## src/rtl/clock_period_meter.sv

```systemverilog
// Measures the rising-to-rising period (and, with PERIOD_METER_DUTY_EN defined, the high time)
// of an asynchronous input in clock_in cycles; flags a sticky timeout when no rise arrives in time.
module clock_period_meter #(
    parameter int unsigned WIDTH       = 27,
    parameter int unsigned SYNC_STAGES = 2
) (
    input  logic             clock_in,
    input  logic             reset_n,
    input  logic             signal_in,
    output logic [WIDTH-1:0] period,
    output logic [WIDTH-1:0] high_time,
    output logic             valid,
    output logic             timeout
);

    localparam logic [WIDTH-1:0] CNT_MAX = {WIDTH{1'b1}};
    localparam logic [WIDTH-1:0] CNT_ONE = WIDTH'(1);

    typedef enum logic {
        IDLE  = 1'b0,
        ARMED = 1'b1
    } state_t;

    state_t                 state_q, state_d;
    logic [SYNC_STAGES-1:0] sync_q, sync_d;
    logic                   hist_q, hist_d;
    logic [WIDTH-1:0]       cnt_q, cnt_d;
    logic [WIDTH-1:0]       period_q, period_d;
    logic                   valid_q, valid_d;
    logic                   timeout_q, timeout_d;

    logic synced;
    logic rise;
    logic restart;
    logic capture;
    logic count;

    // Synchronizer chain plus one history flop for edge detection
    assign sync_d = {sync_q[SYNC_STAGES-2:0], signal_in};
    assign synced = sync_q[SYNC_STAGES-1];
    assign hist_d = synced;
    assign rise   = synced & ~hist_q;

    // Next-state and counter control
    always_comb begin
        state_d   = state_q;
        timeout_d = timeout_q;
        restart   = 1'b0;
        capture   = 1'b0;
        count     = 1'b0;
        case (state_q)
            IDLE: begin
                if (rise) begin
                    restart = 1'b1;
                    state_d = ARMED;
                end
            end
            ARMED: begin
                if (rise) begin
                    capture   = 1'b1;
                    restart   = 1'b1;
                    timeout_d = 1'b0;
                end else if (cnt_q == CNT_MAX) begin
                    timeout_d = 1'b1;
                    state_d   = IDLE;
                end else begin
                    count = 1'b1;
                end
            end
            default: state_d = IDLE;
        endcase
    end

    // count is only raised below CNT_MAX, so the period counter saturates without extra logic
    always_comb begin
        cnt_d    = cnt_q;
        period_d = period_q;
        valid_d  = capture;
        if (restart) begin
            cnt_d = CNT_ONE;
        end else if (count) begin
            cnt_d = cnt_q + CNT_ONE;
        end
        if (capture) begin
            period_d = cnt_q;
        end
    end

    always_ff @(posedge clock_in or negedge reset_n) begin
        if (!reset_n) begin
            state_q   <= IDLE;
            sync_q    <= '0;
            hist_q    <= 1'b0;
            cnt_q     <= '0;
            period_q  <= '0;
            valid_q   <= 1'b0;
            timeout_q <= 1'b0;
        end else begin
            state_q   <= state_d;
            sync_q    <= sync_d;
            hist_q    <= hist_d;
            cnt_q     <= cnt_d;
            period_q  <= period_d;
            valid_q   <= valid_d;
            timeout_q <= timeout_d;
        end
    end

    assign period  = period_q;
    assign valid   = valid_q;
    assign timeout = timeout_q;

`ifdef PERIOD_METER_DUTY_EN
    logic [WIDTH-1:0] hcnt_q, hcnt_d;
    logic [WIDTH-1:0] high_q, high_d;

    // High-time counter advances alongside cnt only while the synced level is high
    always_comb begin
        hcnt_d = hcnt_q;
        high_d = high_q;
        if (restart) begin
            hcnt_d = CNT_ONE;
        end else if (count && synced && (hcnt_q != CNT_MAX)) begin
            hcnt_d = hcnt_q + CNT_ONE;
        end
        if (capture) begin
            high_d = hcnt_q;
        end
    end

    always_ff @(posedge clock_in or negedge reset_n) begin
        if (!reset_n) begin
            hcnt_q <= '0;
            high_q <= '0;
        end else begin
            hcnt_q <= hcnt_d;
            high_q <= high_d;
        end
    end

    assign high_time = high_q;
`else
    assign high_time = '0;
`endif

endmodule

```

## config.mk

```make
export PLATFORM = sky130hd
export DESIGN_NAME = clock_period_meter
export DESIGN_NICKNAME = d
export VERILOG_FILES = /design/src/rtl/clock_period_meter.sv
export SDC_FILE = /design/constraint.sdc
export NUM_CORES = 1
export LEC_CHECK = 0
export BUFFER_PORTS_ARGS = -buffer_cell sky130_fd_sc_hd__buf_2
export CAP_MARGIN = 20
export CORE_MARGIN = 4
export CORE_UTILIZATION = 58
export CTS_CLUSTER_DIAMETER = 100
export CTS_CLUSTER_SIZE = 16
export DETAILED_ROUTE_END_ITERATION = 10
export PLACE_DENSITY = 0.88
export SLEW_MARGIN = 20
export SYNTH_ARGS = -nofsm -noshare
export SYNTH_HDL_FRONTEND = slang
export SYNTH_SLANG_ARGS = --single-unit
```

## constraint.sdc

```tcl
create_clock -name clock_in -period 3.53 [get_ports clock_in]
set_input_delay 0.5295 -clock clock_in [delete_from_list [all_inputs] [get_ports clock_in]]
set_output_delay 0.5295 -clock clock_in [all_outputs]
set_load 0.02 [all_outputs]
```

==> results.json, run 1 <==
{
  "slowest_stage": "nor4_1",
  "synth_largest_area_cell": "dfrtp_1",
  "numCtsBuffers": 9,
  "area_growth_pct": 11.9,
  "htree_levels": 3,
  "vias": 1955,
  "cts_root_buf": "clkbuf_8",
  "place_area_mm2": 0.00298,
  "clkSinkCount": 60,
  "leakage_nw": 1.60,
  "yosysTopAreaCellShare_pct": 52.5,
  "rsz0062_at_grt": "no",
  "worstSetupEndpointType": "flip-flop",
  "final_layout_size_suffix_gt1_share_pct": 26.5,
  "yosys-top-cells-area": "dfrtp_1 52%, mux2_2 9.1%, buf_4 7.1%",
  "setup_violations": 0,
  "slew_headroom_pct": 39.7,
  "power.share.sequential_pct": 47.6,
  "routed_wl_um": 5140,
  "ys_types": 40,
  "first_pass_iters": 4,
  "hold_violations": 0,
  "startpoint": "cnt_q[18]$_DFFE_PN0P_",
  "synth_edf_count": 0,
  "path_cells": "nand4_2, nor4_1, a2111oi_0, xnor2_1, nor2_1",
  "std_cell_rows": 25,
  "insertion_delay_ps": 330,
  "chipHeight_um": 78.2,
  "internal-power_mw": 1.21,
  "min_path_type": "in2async",
  "grt_pass1_vias": 1839,
  "n_antenna_cell": 0,
  "gr-usage-met1_pct": 23.8,
  "tightest_slew_ps": 896,
  "start_util_pct": 60.2,
  "reg2reg_depth": 5,
  "p_sw_share_pct": 25.9,
  "drt.antenna.violating_nets": 0,
  "skew_ps": 5.40,
  "pwr-share-clk_pct": 40.7,
  "core_area_mm2": 0.00475,
  "syn_inst": 261,
  "critPathLaunchType": "flip-flop",
  "period_needed_ps": 2160,
  "final_util_pct": 67.3,
  "ys_seq_area_share_pct": 52.5,
  "avgViaCountPerCell": 5.30,
  "critical_path_required_ps": 3740,
  "die_w_um": 78.2,
  "post_drt_wl_per_cell_um": 13.9,
  "grt_start_max_net_pins": 52,
  "max_freq_mhz": 464,
  "tns_ps": 0,
  "placement.io_buffers": 31,
  "critical_path_class": "reg2reg",
  "p_comb_share_pct": 11.6,
  "ys_async_sr_fraction_pct": 100,
  "r2r_end": "cnt_q[14]$_DFFE_PN0P_",
  "ir_drop_mv": 0.338,
  "ys_seq_elements": 60,
  "cts_resized": 0,
  "status": "finished, final reports clean",
  "drc": 0,
  "critPathMaxFanout": 7,
  "syn_area_mm2": 0.00286,
  "clkSlewWorstSetupHoldPaths_ps": 60,
  "nets": 301,
  "drt-initial-drc-count": 119,
  "track_usage_pct": 18.3,
  "die_area_mm2": 0.00612,
  "tritoncts": "yes",
  "worstPathArrival_ps": 2370,
  "syn_area_per_cell_um2": 11.0,
  "grt_overflow_total": 0,
  "met2_usage_pct": 28.3,
  "use_met3_pct": 5.39,
  "cts_setup_buffers": 0,
  "place_hpwl_um": 3510,
  "yosysWarnings": 0,
  "top_usage_layer": "met2",
  "period_share_pct": 61.1,
  "rrSetupSlack_ps": 1370,
  "clock_path_buffers": 2,
  "hold_buffers": 0,
  "crit-reg2reg-launch": "cnt_q[18]$_DFFE_PN0P_",
  "gp_congestion": 0.830,
  "slowest_delay_ps": 820,
  "power_density_mw_per_mm2": 509,
  "final_area_mm2": 0.00320,
  "drv_slew": 0,
  "antenna_found_initial": 0,
  "switching_power_mw": 0.422,
  "drv_cap": 0,
  "grt_pass1_wl_um": 8680,
  "synthFlopType": "dfrtp_1",
  "ioPinCount": 59
}
## worst max path at each step
| stage | slack, ps | end |
|---|---|---|
| after floorplan | 1700 | cnt_q[25]$_DFFE_PN0P_ |
| after global placement | 1440 | period[13]$_DFFE_PN0P_ |
| after detailed placement | 1380 | period[15]$_DFFE_PN0P_ |
| after CTS | 1290 | period[15]$_DFFE_PN0P_ |
| after global routing | 1180 | cnt_q[14]$_DFFE_PN0P_ |
| final | 1370 | cnt_q[14]$_DFFE_PN0P_ |
## power groups by stage
stage          Combinational (mW)  Sequential (mW)  Clock (mW)
6_report                    0.190            0.776       0.664
4_1_cts                     0.192            0.776       0.680
3_5_place_dp                0.189            0.788           0
5_1_grt                     0.210            0.782       0.715
2_1_floorplan               0.129            0.805           0
3_3_place_gp                0.184            0.786           0
## cells by family after synthesis
family,share of synthesized area (%)
AO/OA/AOI/OAI,6.96
XOR/XNOR,4.90
adder cells (fa/ha/maj),0.437
buffers and inverters,9.23
flip-flops,52.5
multiplexers,9.41
other,0.131
AND/OR/NAND/NOR,16.4
## per-layer routing
layer | up-vias | part of all wire [%]
met5 | - | 0
met4 | 0 | 1.7
met3 | 8 | 6.7
met2 | 70 | 48
met1 | 942 | 44
li1 | 935 | -
## layout make-up
| class | count | area [µm²] |
|---|---|---|
| Clock buffer | 11 | 141 |
| Fill cell | 390 | 1560 |
| Inverter | 6 | 22.5 |
| Multi-Input combinational cell | 186 | 1190 |
| Sequential cell | 60 | 1500 |
| Clock inverter | 5 | 75.1 |
| Tap cell | 67 | 83.8 |
| Timing Repair Buffer | 34 | 180 |
## Yosys cell counts, drive strengths merged, types with 2 or more instances
cell,n
nor2,20
nand2,20
nand4,9
mux2,23
nand2b,2
nor4,6
nand3,10
and4,5
o21ai,8
or3,4
a31o,2
xor2,6
nor3,2
buf,31
clkbuf,4
dfrtp,60
xnor2,10
a21o,2
inv,6
a211oi,5
a21oi,11
and3,4
## critical path, delay by kind of cell, from the launching register on
kind | cells | cell delay [ps]
compound gates | 1 | 280
xor+xnor | 1 | 190
flops | 1 | 490
simple gates | 3 | 1090
## cells in the final DEF (no fill, tap or decap), types with 2 or more instances in the layout
cell | synthesis | final
a211oi_1 | 5 | 5
a21o_1 | 2 | 2
a21oi_1 | 11 | 11
a31o_2 | 2 | 2
and3_1 | 4 | 4
and4_1 | 3 | 3
and4_4 | 2 | 2
buf_2 | 1 | 30
buf_4 | 27 | 4
bufinv_16 | 0 | 2
clkbuf_8 | 0 | 10
clkinv_2 | 0 | 3
conb_1 | 1 | 27
dfrtp_1 | 60 | 60
inv_1 | 6 | 6
mux2_2 | 23 | 23
nand2_1 | 20 | 19
nand2b_1 | 2 | 2
nand3_1 | 9 | 9
nand4_1 | 8 | 8
nor2_1 | 20 | 20
nor3_1 | 2 | 2
nor4_1 | 5 | 5
o21ai_0 | 8 | 8
or3_1 | 4 | 4
xnor2_1 | 10 | 10
xor2_1 | 6 | 6
## sequential cells by signal, summed over array words and instances (netlist names)
| signal | count |
|---|---|
| cnt_q | 27 |
| period | 27 |
| state_q | 1 |
| sync_q | 2 |
| valid | 1 |
| timeout | 1 |
| hist_q | 1 |
## stage by stage
step / instances / power, mW / worst slack [ps] / hold slack [ps]
final: 369 / 1.63 / 1370 / 204
after global routing: 369 / 1.71 / 1180 / 251
after CTS: 369 / 1.65 / 1290 / 288
after detailed placement: 353 / 0.977 / 1380 / 341
after global placement: 353 / 0.970 / 1440 / 337
after floorplan: 287 / 0.934 / 1700 / 234
Power figures use the tool's default switching activity.
==> run 2: changes to the inputs <==
Settings changed: CORE_UTILIZATION 58 to 54, PLACE_DENSITY 0.88 to 0.83.
Clock period 3.53 ns to 2.2 ns, I/O delays scaled along.
==> results.json, run 2 (synthesis gave the netlist of run 1 again) <==
{
  "cp_top_family": "compound AO/OA/AOI/OAI gates",
  "drt.antenna.violating_nets": 0,
  "n_antenna_cell": 0,
  "worstSetupEndpoint": "cnt_q[15]$_DFFE_PN0P_",
  "first_pass_iters": 4,
  "register_area_mm2": 0.00150,
  "ioPinCount": 59,
  "status": "finished, final reports clean",
  "grt_pass1_vias": 1965,
  "grt_pass1_wl_um": 8830,
  "vias": 1972,
  "drt-initial-drc-count": 86,
  "worstSetupEndpointType": "flip-flop",
  "numCtsBuffers": 9,
  "nets": 304,
  "critPathLaunchType": "flip-flop",
  "clkSinkCount": 60,
  "report.power.total_mw": 2.41,
  "worstPathArrival_ps": 2250,
  "tightest_slew_ps": 548,
  "final_layout_size_suffix_gt1_share_pct": 26.0,
  "setup_ws_ps": 202,
  "routed_wl_um": 5250,
  "tritoncts": "yes",
  "rrSetupSlack_ps": 200,
  "setup_violations": 0,
  "chipHeight_um": 80.8,
  "final_area_mm2": 0.00319,
  "start_util_pct": 56.0,
  "track_usage_pct": 17.8,
  "reg2reg_depth": 6,
  "place_area_mm2": 0.00301,
  "drv_slew": 0,
  "die_area_mm2": 0.00653,
  "power_density_mw_per_mm2": 757,
  "drc": 0,
  "placement.io_buffers": 31,
  "area_growth_pct": 11.5,
  "layout_common_cells": "60 x dfrtp_1, 31 x buf_2, 27 x conb_1, 23 x mux2_2",
  "cts_root_buf": "clkbuf_8",
  "fin_cells": 374,
  "post_drt_wl_per_cell_um": 14.0,
  "tns_ps": 0,
  "min_path_type": "in2reg",
  "grt_start_max_net_pins": 38,
  "path_depth": 6,
  "final_util_pct": 62.4,
  "hold_buffers": 1,
  "antenna_found_initial": 0,
  "startpoint": "cnt_q[1]$_DFFE_PN0P_",
  "hold_violations": 0,
  "htree_levels": 3,
  "slowest_delay_ps": 450,
  "multi_input_area_mm2": 0.00119,
  "cts_resized": 0,
  "leakage_nw": 1.59,
  "core_area_mm2": 0.00511,
  "critPathMaxFanout": 10,
  "place_hpwl_um": 3770,
  "gp_congestion": 0.883,
  "max_freq_mhz": 500,
  "period_needed_ps": 2000,
  "dp_slack_ps": 241,
  "critical_path_required_ps": 2460,
  "insertion_delay_ps": 330,
  "mostFrequentLayoutCell": "dfrtp_1",
  "die_w_um": 80.8,
  "cp_num_buf_inv": 0,
  "hold-worst-slack_ps": 100,
  "avgViaCountPerCell": 5.27,
  "ir_drop_mv": 0.502,
  "drv_cap": 0,
  "cp_common_cell": "a21oi_1",
  "critical_path_class": "reg2reg",
  "path_cells": "ha_1, nand4_1, nor4_4, a21oi_1, a31o_2, a21oi_1",
  "clkSlewWorstSetupHoldPaths_ps": 60,
  "slew_headroom_pct": 63.2,
  "cts_setup_buffers": 0,
  "slowest_stage": "dfrtp_1",
  "r2r_end": "cnt_q[15]$_DFFE_PN0P_",
  "skew_ps": 8.06,
  "crit-reg2reg-launch": "cnt_q[1]$_DFFE_PN0P_",
  "rsz0062_at_grt": "no",
  "period_share_pct": 90.8,
  "clock_path_buffers": 2,
  "grt_overflow_total": 0,
  "num-fill-cells": 428,
  "std_cell_rows": 26,
  "dpl.cell_count": 358
}
==> run 2: worst reg2reg max path: stages (launching register included) <==
cell,delay (ps)
dfrtp_1,450
ha_1,250
nand4_1,160
nor4_4,440
a21oi_1,220
a31o_2,290
a21oi_1,120
==> run 2: power breakdown <==
part / switching, mW / internal [mW] / total (mW) / leakage [nW]
clock: 0.398 / 0.461 / 0.859 / 0.0893
combinational: 0.203 / 0.106 / 0.308 / 0.688
sequential: 0.0730 / 1.17 / 1.25 / 0.812
total: 0.674 / 1.74 / 2.41 / 1.59
==> run 2: worst min-delay path by stage <==
stage / endpoint / depth (start not counted) / slack (ps) / from
after floorplan: cnt_q[0]$_DFFE_PN0P_ / 0 / 30 / reset_n
after global placement: period[17]$_DFFE_PN0P_ / 1 / 340 / reset_n
after detailed placement: sync_q[1]$_DFF_PN0_ / 0 / 340 / sync_q[0]$_DFF_PN0_
after CTS: sync_q[0]$_DFF_PN0_ / 1 / 90 / signal_in
after global routing: sync_q[0]$_DFF_PN0_ / 1 / 90 / signal_in
final: sync_q[0]$_DFF_PN0_ / 1 / 100 / signal_in
==> run 2: cell type report <==
cell class                      instances  area share, %
Sequential cell                        60           47.1
Multi-Input combinational cell        186           37.4
Timing Repair Buffer                   37           6.75
Clock buffer                           13           4.98
Tap cell                               70           2.75
Inverter                                6          0.706
Clock inverter                          2          0.314
==> run 2: routing by layer <==
metal  vias to the layer above  global-route usage (%)  share of wire, %
met4                         0                    10.6               2.3
li1                        943                       -                 -
met1                       949                    23.1                46
met3                        15                    4.21               5.7
met5                         -                       0                 0
met2                        65                    27.2                46
